===== src/rtl/tick_pkg.sv =====
// Shared constants and helpers for the multi-channel tick divider.
// Defaults target a 50 MHz board clock giving a 2 Hz tick.
package tick_pkg;

  localparam int DEF_CNT_W = 26;
  localparam int DEF_DIV   = 25000000;

  // Channel-select width; a single channel still gets a 1-bit select.
  function automatic int ch_w(input int n);
    if (n <= 1) begin
      return 1;
    end
    return $clog2(n);
  endfunction

endpackage


===== src/rtl/tick_channel.sv =====
// One divider channel: period counter, active/pending divisor, tick and square wave.
// Divisor updates land only on a period boundary, so tick/wave never glitch.
module tick_channel
  import tick_pkg::*;
#(
  parameter int CNT_W       = DEF_CNT_W,
  parameter int DEFAULT_DIV = DEF_DIV
) (
  input  logic             clk,
  input  logic             reset,
  input  logic             en,
  input  logic             restart,
  input  logic             wr,
  input  logic [CNT_W-1:0] wr_div,
  output logic             tick,
  output logic             wave,
  output logic             pending
);

  logic [CNT_W-1:0] cnt_reg, cnt_next;
  logic [CNT_W-1:0] div_act_reg, div_act_next;
  logic [CNT_W-1:0] div_pend_reg, div_pend_next;
  logic             pend_reg, pend_next;
  logic             tick_reg, tick_next;
  logic             wave_reg, wave_next;

  logic             div_zero;
  logic             tc;
  logic [CNT_W-1:0] boundary_div;

  assign div_zero = (div_act_reg == '0);
  // >= rather than == so a transient cnt beyond a freshly shrunk divisor ends the period.
  assign tc       = !div_zero && (cnt_reg >= (div_act_reg - CNT_W'(1)));

  // Divisor that governs the next period when a boundary happens this edge.
  always_comb begin
    boundary_div = div_act_reg;
    if (wr) begin
      boundary_div = wr_div;
    end else if (pend_reg) begin
      boundary_div = div_pend_reg;
    end
  end

  always_comb begin
    cnt_next      = cnt_reg;
    div_act_next  = div_act_reg;
    div_pend_next = div_pend_reg;
    pend_next     = pend_reg;
    tick_next     = 1'b0;
    wave_next     = wave_reg;

    if (restart) begin
      cnt_next     = '0;
      wave_next    = 1'b0;
      div_act_next = boundary_div;
      pend_next    = 1'b0;
    end else if (!en) begin
      cnt_next  = '0;
      wave_next = 1'b0;
      if (wr) begin
        div_act_next = wr_div;
        pend_next    = 1'b0;
      end
    end else if (div_zero) begin
      // An idle channel has no period in flight, so every edge is a boundary.
      cnt_next     = '0;
      div_act_next = boundary_div;
      pend_next    = 1'b0;
    end else if (tc) begin
      cnt_next     = '0;
      tick_next    = 1'b1;
      wave_next    = ~wave_reg;
      div_act_next = boundary_div;
      pend_next    = 1'b0;
    end else begin
      cnt_next = cnt_reg + CNT_W'(1);
      if (wr) begin
        div_pend_next = wr_div;
        pend_next     = 1'b1;
      end
    end
  end

  always_ff @(posedge clk or posedge reset) begin
    if (reset) begin
      cnt_reg      <= '0;
      div_act_reg  <= CNT_W'(DEFAULT_DIV);
      div_pend_reg <= '0;
      pend_reg     <= 1'b0;
      tick_reg     <= 1'b0;
      wave_reg     <= 1'b0;
    end else begin
      cnt_reg      <= cnt_next;
      div_act_reg  <= div_act_next;
      div_pend_reg <= div_pend_next;
      pend_reg     <= pend_next;
      tick_reg     <= tick_next;
      wave_reg     <= wave_next;
    end
  end

  assign tick    = tick_reg;
  assign wave    = wave_reg;
  assign pending = pend_reg;

endmodule


===== src/rtl/multi_tick_divider.sv =====
// Multi-channel clock-enable generator: decodes divisor writes and fans out
// one tick_channel per channel.
module multi_tick_divider
  import tick_pkg::*;
#(
  parameter int NUM_CH      = 4,
  parameter int CNT_W       = DEF_CNT_W,
  parameter int DEFAULT_DIV = DEF_DIV,
  localparam int CH_W       = ch_w(NUM_CH)
) (
  input  logic              clk,
  input  logic              reset,
  input  logic [NUM_CH-1:0] en,
  input  logic              sync_restart,
  input  logic              cfg_we,
  input  logic [CH_W-1:0]   cfg_ch,
  input  logic [CNT_W-1:0]  cfg_div,
  output logic [NUM_CH-1:0] tick,
  output logic [NUM_CH-1:0] wave,
  output logic [NUM_CH-1:0] pending
);

  logic [NUM_CH-1:0] wr_dec;

  genvar gi;
  generate
    for (gi = 0; gi < NUM_CH; gi = gi + 1) begin : g_ch
      // Only indices below NUM_CH exist, so an out-of-range cfg_ch matches nothing.
      assign wr_dec[gi] = cfg_we && (cfg_ch == CH_W'(gi));

      tick_channel #(
        .CNT_W       (CNT_W),
        .DEFAULT_DIV (DEFAULT_DIV)
      ) u_ch (
        .clk     (clk),
        .reset   (reset),
        .en      (en[gi]),
        .restart (sync_restart),
        .wr      (wr_dec[gi]),
        .wr_div  (cfg_div),
        .tick    (tick[gi]),
        .wave    (wave[gi]),
        .pending (pending[gi])
      );
    end
  endgenerate

endmodule


===== config.mk =====
export PLATFORM = sky130hd
export DESIGN_NAME = multi_tick_divider
export DESIGN_NICKNAME = d
export VERILOG_FILES = /design/src/rtl/tick_pkg.sv /design/src/rtl/tick_channel.sv /design/src/rtl/multi_tick_divider.sv
export SDC_FILE = /design/constraint.sdc
export NUM_CORES = 1
export LEC_CHECK = 0
export CORE_UTILIZATION = 55
export CTS_CLUSTER_DIAMETER = 120
export DETAILED_ROUTE_END_ITERATION = 8
export PLACE_DENSITY = 0.72
export SLEW_MARGIN = 20
export SYNTH_ARGS = -nofsm -noshare
export SYNTH_HDL_FRONTEND = slang
export SYNTH_SLANG_ARGS = --single-unit

===== constraint.sdc =====
create_clock -name clk -period 11.7 [get_ports clk]
set_input_delay 1.755 -clock clk [delete_from_list [all_inputs] [get_ports clk]]
set_output_delay 1.755 -clock clk [all_outputs]
set_load 0.01 [all_outputs]

==> results.yml, run 1 <==
grt:
  grt_overflow_total: 0
  grt_max_degree: 194
  grt_antenna_before_repair: 0
  grt_pass1_vias: 13500
  grtUsageTotal_pct: 24.7
  grt_first_pass_wirelength_um: 70500
die:
  die_y_um: 187
  die_w_um: 187
  start_util_pct: 56.1
  die-area_um2: 35000
  io_pins: 48
  rows: 67
  core-area_um2: 33600
clocking:
  cts_buffer_depth: 3
  cts_buffers: 36
  cts_tree: "done"
  cts_resized: 0
  hold_buffers: 0
  numClockSinks: 324
  insertion_delay_ns: 0.53
  root_buffer: "clkbuf_16"
  post_cts_buffers: 0
  htreeDepth: 2
  clk_pin_slew_worst_paths_ns: 0.06
synthesis:
  async_flop_share_pct: 100
  ys_ff_latch: 324
  syn_inst: 1807
  synth.area.top_cells: "dfrtp_1 37%, ha_1 7.7%, dfstp_2 6.7%, xnor2_1 4.5%, nand3b_1 4.1%"
  syn_avg_cell_area_um2: 10.4
  ys.warnings.count: 0
  syn_nets: 1959
  yosys.area.top_type: "dfrtp_1"
  yosysTopAreaCellShare_pct: 36.6
  syn_area_um2: 18900
  synth.yosys.seq_area_share_pct: 43.3
  synth_cell_type_count: 68
  yosys.cell_count.top_type: "dfrtp_1"
  ys.flop_type: "dfrtp_1"
  yosys-top-cells-count: "276 x dfrtp_1, 181 x nor2_1, 127 x o21ai_0, 116 x ha_1, 104 x nand3b_1"
  synth_edf_count: 0
place:
  postPlaceCellArea_um2: 19500
  dp_worst_setup_slack_ns: 6.31
  dp_hpwl_um: 28400
  io_buffers: 47
  post-place-cells: 2220
  globalplace.congestion: 0.834
critical_path:
  cp_top_family: "simple AND/OR/NAND/NOR gates"
  cp_max_fo: 28
  crit_path_top_delay_cell: "nor3_4"
  critPathBufInv: 1
  criticalPathCategory: "reg -> reg"
  crit_required_ns: 12.10
  cp.arrival_ns: 5.88
  cp_cell_sequence: "or4_1, nor2_1, nand3_1, nor2_1, nand2_1, xor2_1, ha_1, a21o_1, a21o_1, a221o_1, a221oi_1, nand2_1, nor3_4, buf_8, mux2_2"
  start_kind: "register"
  cpPeakStageDelay_ns: 0.81
  crit_path_end_kind: "register"
cells_and_area:
  n_fill_cell: 2774
  final_nets: 1963
  diodes: 0
  fin_util_pct: 61.8
  final_cells: 2287
  fin_area_um2: 20800
  drive_gt1_share_pct: 13.5
  syn2layout_area_growth_pct: 10.0
power:
  p_leak_nw: 8.55
  vdd_drop_max_mv: 0.104
  total_power_mw: 3.30
  powerDensity_nw_per_um2: 159
sta:
  period_needed_ns: 5.48
  worst_pin_slew_ns: 1.14
  setup_viol: 0
  relSlewSlack_pct: 24.2
  layout_worst_path_cycle_share_pct: 46.8
  timing.final.hold_violations: 0
  rsz0062_at_grt: "false"
  fin_ws_ns: 6.22
  hold-worst-slack_ns: 0.478
  fin_skew_ns: 0.0178
  finalSetupTns_ns: 0
  drv_slew: 0
  max_freq_ghz: 0.183
drt:
  avgViaCountPerCell: 5.96
  firstDrtPassIters: 5
  wl_per_cell_um: 18.6
  antenna_left: 0
  first_iter_violations: 661
  drt_wl_total_um: 42500
  drc_errors: 0
  vias: 13600
run:
  cap_viol_max_count: 0
min_path:
  min_path_type: "reg -> reg"
run_status:
  status: "completed"
worst paths after layout:
check	from	to	slack [ns]	cells after the start
setup / recovery	g_ch[1].u_ch.div_act_reg[4]$_DFFE_PP0P_	g_ch[1].u_ch.div_pend_reg[11]$_DFFE_PP0P_	6.22	15
hold / removal	g_ch[0].u_ch.div_pend_reg[10]$_DFFE_PP0P_	g_ch[0].u_ch.div_pend_reg[10]$_DFFE_PP0P_	0.48	1
setup reg to reg	g_ch[1].u_ch.div_act_reg[4]$_DFFE_PP0P_	g_ch[1].u_ch.div_pend_reg[11]$_DFFE_PP0P_	6.22	15
hold reg to reg	g_ch[0].u_ch.div_pend_reg[10]$_DFFE_PP0P_	g_ch[0].u_ch.div_pend_reg[10]$_DFFE_PP0P_	0.48	1
max in group asynchronous	reset	g_ch[1].u_ch.cnt_reg[20]$_DFF_PP0_	8.36	4
min in group asynchronous	reset	g_ch[2].u_ch.wave$_DFFE_PP0P_	1.81	2
cells in the final DEF (no fill, tap or decap), types with 30 or more instances in the layout:
master             n
xor2_1            88
mux2_2            64
xnor2_1           97
o21ai_0          127
ha_1             116
a21oi_1           49
nand3b_1         104
nand4_1           34
dfstp_2           48
and3_1            30
clkbuf_16         37
nand2_1           92
a2bb2oi_1         84
nand3_1           43
nor3_1            44
nor2_1           177
dfrtp_1          276
clkdlybuf4s50_1   47
kinds of logic (layout without fill, tap and decap cells):
group	Yosys count	after routing	share of synthesized area (%)
AO/OA/AOI/OAI	333	333	12.5
adder cells (fa/ha/maj)	116	116	7.69
AND/OR/NAND/NOR	630	630	18.0
multiplexers	105	105	6.64
flip-flops	324	324	43.3
XOR/XNOR	185	185	8.59
buffers and inverters	114	146	3.28
layer usage:
metal / GRT usage (%) / up-vias / routed length [µm]
li1: - / 6531 / -
met1: 34.4 / 6789 / 20000
met2: 40.2 / 231 / 20000
met3: 2.63 / 79 / 1270
met4: 8.89 / 0 / 1180
met5: 0 / - / 0
area by class of cell:
class | count | area [µm²] | area share, %
Timing Repair Buffer | 58 | 593 | 2.86
Clock buffer | 50 | 1020 | 4.94
Multi-Input combinational cell | 1369 | 10100 | 48.8
Tap cell | 448 | 561 | 2.70
Inverter | 22 | 90.1 | 0.434
Sequential cell | 324 | 8170 | 39.3
Clock inverter | 16 | 200 | 0.964
power by group:
group          switching (mW)  total, mW  leakage [nW]  internal, mW
Combinational           0.287      0.620          3.89         0.333
Sequential              0.174       1.50          4.06          1.33
Clock                   0.470       1.18         0.599         0.705
Note: power is estimated with default switching activity, not from simulation.
==> inputs of run 2 (changes only) <==
==> constraint.sdc (replaced) <==
create_clock -name clk -period 5.1 [get_ports clk]
set_input_delay 0.765 -clock clk [delete_from_list [all_inputs] [get_ports clk]]
set_output_delay 0.765 -clock clk [all_outputs]
set_load 0.01 [all_outputs]
==> run 2 against run 1 <==
Against the previous run:
- count of clock-buffer cells in the layout shrank 3
- worst hold slack improved by 0.0033 ns
- non-clock buffer count is 15 higher
- combinational power grew 130%
- sequential power up 130%
- register-to-register slack lost 5.9 ns
- wire length about the same
- maximum frequency grew 14%
- critical path type unchanged
==> results.yml, run 2 (synthesis results as in run 1) <==
run_status:
  status: "completed"
critical_path:
  r2r-end: "g_ch[0].u_ch.div_pend_reg[23]$_DFFE_PP0P_"
  r2r_setup_slack_ns: 0.32
  crit_required_ns: 5.50
  cp.arrival_ns: 5.19
  r2r-start: "g_ch[0].u_ch.div_act_reg[8]$_DFFE_PP0P_"
  crit_path_end_kind: "register"
  rr_worst_depth: 14
  start_kind: "register"
  cp_max_fo: 26
  criticalPathCategory: "reg -> reg"
cells_and_area:
  fin_util_pct: 62.5
  final_common_cell: "dfrtp_1"
  n_fill_cell: 2711
  diodes: 0
  final_nets: 1980
  drive_gt1_share_pct: 14.5
  ff_latch_area_um2: 8170
  multi_input_area_um2: 10100
  syn2layout_area_growth_pct: 11.3
  layout_common_cells: "276 x dfrtp_1, 176 x nor2_1, 127 x o21ai_0"
  final_cells: 2305
die:
  core-area_um2: 33600
  io_pins: 48
  rows: 67
  die_y_um: 187
  start_util_pct: 56.1
  die_w_um: 187
  die-area_um2: 35000
sta:
  worst_pin_slew_ns: 0.969
  fin_skew_ns: 0.0153
  finalSetupTns_ns: 0
  hold-worst-slack_ns: 0.481
  layout_worst_path_cycle_share_pct: 93.8
  fin_ws_ns: 0.315
  period_needed_ns: 4.78
  rsz0062_at_grt: "false"
  relSlewSlack_pct: 35.4
  setup_viol: 0
  timing.final.hold_violations: 0
  drv_slew: 0
  max_freq_ghz: 0.209
power:
  p_leak_nw: 8.67
  powerDensity_nw_per_um2: 371
  vdd_drop_max_mv: 0.232
clocking:
  insertion_delay_ns: 0.53
  numClockSinks: 324
  clk_pin_slew_worst_paths_ns: 0.06
  post_cts_buffers: 0
  root_buffer: "clkbuf_16"
  hold_buffers: 0
  cts_buffer_depth: 3
  cts_tree: "done"
  cts_buffers: 37
  cts_resized: 0
  htreeDepth: 2
drt:
  wl_per_cell_um: 18.4
  first_iter_violations: 612
  maxUsedRoutingLayer: "met4"
  wl_met2_um: 19800
  firstDrtPassIters: 5
  drc_errors: 0
  wl_met3_um: 1650
  drt_wl_total_um: 42500
  antenna_left: 0
  vias: 13600
  met1Wirelength_um: 19600
  avgViaCountPerCell: 5.88
min_path:
  min_path_type: "reg -> reg"
  hold_depth: 1
  worstHoldStart: "g_ch[0].u_ch.div_pend_reg[10]$_DFFE_PP0P_"
  hold_end: "g_ch[0].u_ch.div_pend_reg[10]$_DFFE_PP0P_"
place:
  globalplace.congestion: 0.844
  dp_worst_setup_slack_ns: 0.397
  io_buffers: 47
  post-place-cells: 2236
  dp_hpwl_um: 28800
grt:
  grt_antenna_before_repair: 0
  grtUsageTotal_pct: 24.9
  grt_overflow_total: 0
  grt_first_pass_wirelength_um: 71000
  grt_max_degree: 146
  grt_pass1_vias: 13600
run:
  cap_viol_max_count: 0
## run 2: cell types whose count changed in the layout (fill, tap and decap cells not counted), sizes merged
cell / delta
clkbuf: -3
inv: -2
clkinvlp: +3
a21oi: +1
buf: +15
bufinv: +4
## run 2: worst max-delay path: stages, from the launching register on
cell and delay, ns:
dfrtp_1 0.46, or4_4 0.57, or3_1 0.37, nor3_2 0.31, nand2_1 0.24, nor4_1 0.35, xnor2_1 0.14, ha_1 0.20
a21o_1 0.18, a21o_1 0.18, a221oi_1 0.34, o311a_1 0.46, and3_1 0.27, buf_12 0.23, mux2_2 0.36
## run 2: worst max-delay path by stage
stage	from	endpoint	slack, ns
2_1_floorplan	reset	g_ch[0].u_ch.cnt_reg[0]$_DFF_PP0_	0.05
3_3_place_gp	g_ch[3].u_ch.div_act_reg[7]$_DFFE_PP0P_	g_ch[3].u_ch.div_act_reg[2]$_DFFE_PP0P_	0.55
3_5_place_dp	g_ch[1].u_ch.div_act_reg[4]$_DFFE_PP0P_	g_ch[1].u_ch.div_act_reg[4]$_DFFE_PP0P_	0.40
4_1_cts	g_ch[3].u_ch.div_act_reg[7]$_DFFE_PP0P_	g_ch[3].u_ch.div_act_reg[0]$_DFFE_PP0P_	0.36
5_1_grt	g_ch[2].u_ch.div_act_reg[4]$_DFFE_PP0P_	g_ch[2].u_ch.div_pend_reg[20]$_DFFE_PP0P_	0.03
6_report	g_ch[0].u_ch.div_act_reg[8]$_DFFE_PP0P_	g_ch[0].u_ch.div_pend_reg[23]$_DFFE_PP0P_	0.32
## run 2: metrics by stage
stage / cell area [µm²] / power [mW]
global route: 21000 / 8.19
CTS: 21000 / 7.86
global placement: 19600 / 4.82
floorplan: 18900 / 4.49
detailed placement: 19600 / 4.89
finish: 21000 / 7.80
## run 2: power breakdown
group          total (mW)  switching (mW)  internal [mW]
registers            3.44           0.398           3.05
logic                1.43           0.653          0.773
clock network        2.93            1.10           1.84
## run 2: area by class of cell
class | count | share of cell area [%]
flip-flops and latches | 324 | 38.9
well taps | 448 | 2.67
inverters | 22 | 0.411
clock buffers | 47 | 4.88
multi-input cells | 1370 | 48.2
clock inverters | 21 | 1.52
repair buffers | 73 | 3.47
## run 2: routing by layer
layer	track usage, %	vias to the layer above
li1	-	6558
met2	40.3	269
met4	9.52	0
met3	3.17	85
met1	34.3	6647
met5	0	-
==> inputs of run 3 (changes only) <==
==> constraint.sdc (replaced) <==
create_clock -name clk -period 5.3 [get_ports clk]
set_input_delay 0.795 -clock clk [delete_from_list [all_inputs] [get_ports clk]]
set_output_delay 0.795 -clock clk [all_outputs]
set_load 0.01 [all_outputs]
==> run 3 against run 2 <==
Against the previous run:
- flip-flop and latch count did not move
- highest routed layer unchanged
- global-route usage fell by 0.50 points
- sequential share of layout area rose by 0.28 points
- design area fell by 0.73%
- largest cell class unchanged
- sequential power fell by 4%
- largest power group unchanged
==> results.yml, run 3 (synthesis results as in run 1) <==
cells_and_area:
  final_nets: 1977
  layout_common_cells: "276 x dfrtp_1, 177 x nor2_1, 127 x o21ai_0"
  final_common_cell: "dfrtp_1"
  drive_gt1_share_pct: 14.3
  syn2layout_area_growth_pct: 10.5
  diodes: 0
sta:
  period_needed_ns: 4.80
  layout_worst_path_cycle_share_pct: 90.6
  hold-worst-slack_ns: 0.479
  drv_slew: 0
  worst_pin_slew_ns: 1.01
  fin_skew_ns: 0.0142
  timing.final.hold_violations: 0
  setup_viol: 0
  finalSetupTns_ns: 0
  relSlewSlack_pct: 32.8
  max_freq_ghz: 0.208
  rsz0062_at_grt: "false"
critical_path:
  cpPeakStageDelay_ns: 0.87
  setup.worst_path.end: "g_ch[1].u_ch.div_act_reg[15]$_DFFE_PP0P_"
  crit_path_top_delay_cell: "o31a_1"
  cp_max_fo: 26
  r2r_setup_slack_ns: 0.50
  crit_required_ns: 5.65
  crit_path_end_kind: "register"
  start_kind: "register"
  criticalPathCategory: "reg -> reg"
  r2r-end: "g_ch[1].u_ch.div_act_reg[15]$_DFFE_PP0P_"
  cp.arrival_ns: 5.16
  cp_cell_sequence: "or4_1, nor2_1, nand3_1, nor2_1, nand2_1, xor2_1, ha_1, nand4_1, or4_1, a21oi_1, a221oi_1, buf_4, nand2_1, o31a_1, a2bb2oi_1"
  rr_worst_depth: 15
  r2r-start: "g_ch[1].u_ch.div_act_reg[4]$_DFFE_PP0P_"
  startpoint: "g_ch[1].u_ch.div_act_reg[4]$_DFFE_PP0P_"
clocking:
  post_cts_buffers: 0
  cts_resized: 0
  htreeDepth: 2
  insertion_delay_ns: 0.53
  cts_buffer_depth: 3
  cts_buffers: 37
  hold_buffers: 0
  clk_pin_slew_worst_paths_ns: 0.06
  root_buffer: "clkbuf_16"
  cts_tree: "done"
  numClockSinks: 324
run_status:
  status: "completed"
drt:
  firstDrtPassIters: 5
  vias: 13600
  wl_per_cell_um: 18.1
  avgViaCountPerCell: 5.89
  drt_wl_total_um: 41800
  first_iter_violations: 735
  antenna_left: 0
  drc_errors: 0
power:
  vdd_drop_max_mv: 0.222
  powerDensity_nw_per_um2: 349
  p_leak_nw: 8.63
grt:
  grt_overflow_total: 0
  top_usage_layer: "met2"
  grt_max_degree: 152
  gr-usage-met3_pct: 3.02
  grt_pass1_vias: 13600
  grt_use_met1_pct: 33.4
  grtUsageTotal_pct: 24.4
  use_met2_pct: 40.5
  grt_antenna_before_repair: 0
  grt_first_pass_wirelength_um: 70200
die:
  die-area_um2: 35000
  io_pins: 48
  rows: 67
  die_y_um: 187
  core-area_um2: 33600
  start_util_pct: 56.1
  die_w_um: 187
place:
  dp_hpwl_um: 28800
  io_buffers: 47
  globalplace.congestion: 0.856
min_path:
  min_path_type: "reg -> reg"
run:
  cap_viol_max_count: 0
run 3: cell type report:
class / count / area (µm²)
multi-input combinational: 1369 / 10100
tap: 448 / 561
inverter: 22 / 86.3
clock buffer: 54 / 1120
sequential: 324 / 8170
fill: 2729 / 12800
timing repair buffer: 71 / 688
clock inverter: 14 / 130
run 3: stage by stage:
step / setup WS, ns / util, % / cell area [µm²] / instances / power, mW
final: 0.496 / 62.0 / 20900 / 2302 / 7.28
after CTS: 0.543 / 62.0 / 20900 / 2302 / 7.34
after global routing: 0.104 / 62.0 / 20900 / 2302 / 7.64
after detailed placement: 0.573 / 58.3 / 19600 / 2234 / 4.70
after floorplan: 0.221 / - / 18900 / 1807 / 4.32
after global placement: 0.682 / 58.3 / 19600 / 2234 / 4.63
run 3: per-layer routing:
metal  vias to the layer above  routed length, µm
li1                       6559                  -
met1                      6707              19500
met2                       222              19800
met3                        75               1350
met4                         0               1180
met5                         -                  0
run 3: worst min path at each step:
| stage | startpoint | to | slack [ns] | cells after the start |
|---|---|---|---|---|
| after floorplan | g_ch[0].u_ch.div_pend_reg[10]$_DFFE_PP0P_ | g_ch[0].u_ch.div_pend_reg[10]$_DFFE_PP0P_ | 0.45 | 1 |
| after global placement | g_ch[0].u_ch.div_pend_reg[10]$_DFFE_PP0P_ | g_ch[0].u_ch.div_pend_reg[10]$_DFFE_PP0P_ | 0.46 | 1 |
| after detailed placement | g_ch[0].u_ch.div_pend_reg[10]$_DFFE_PP0P_ | g_ch[0].u_ch.div_pend_reg[10]$_DFFE_PP0P_ | 0.47 | 1 |
| after CTS | g_ch[0].u_ch.div_pend_reg[10]$_DFFE_PP0P_ | g_ch[0].u_ch.div_pend_reg[10]$_DFFE_PP0P_ | 0.48 | 1 |
| after global routing | g_ch[2].u_ch.div_pend_reg[18]$_DFFE_PP0P_ | g_ch[2].u_ch.div_pend_reg[18]$_DFFE_PP0P_ | 0.50 | 1 |
| final | g_ch[0].u_ch.div_pend_reg[10]$_DFFE_PP0P_ | g_ch[0].u_ch.div_pend_reg[10]$_DFFE_PP0P_ | 0.48 | 1 |
run 3: report_power, final:
group	switching (mW)	internal [mW]
clock network	1.03	1.57
logic	0.627	0.741
registers	0.372	2.93
total	2.03	5.24
run 3: worst max-delay path, delay by kind of cell (launching register included):
| kind | cells | cell delay (ns) |
|---|---|---|
| buffers and inverters | 1 | 0.15 |
| AND/OR/NAND/NOR | 8 | 2.34 |
| AO/OA/AOI/OAI | 4 | 1.25 |
| flip-flops | 1 | 0.44 |
| XOR/XNOR | 1 | 0.15 |
| adder cells (fa/ha/maj) | 1 | 0.30 |
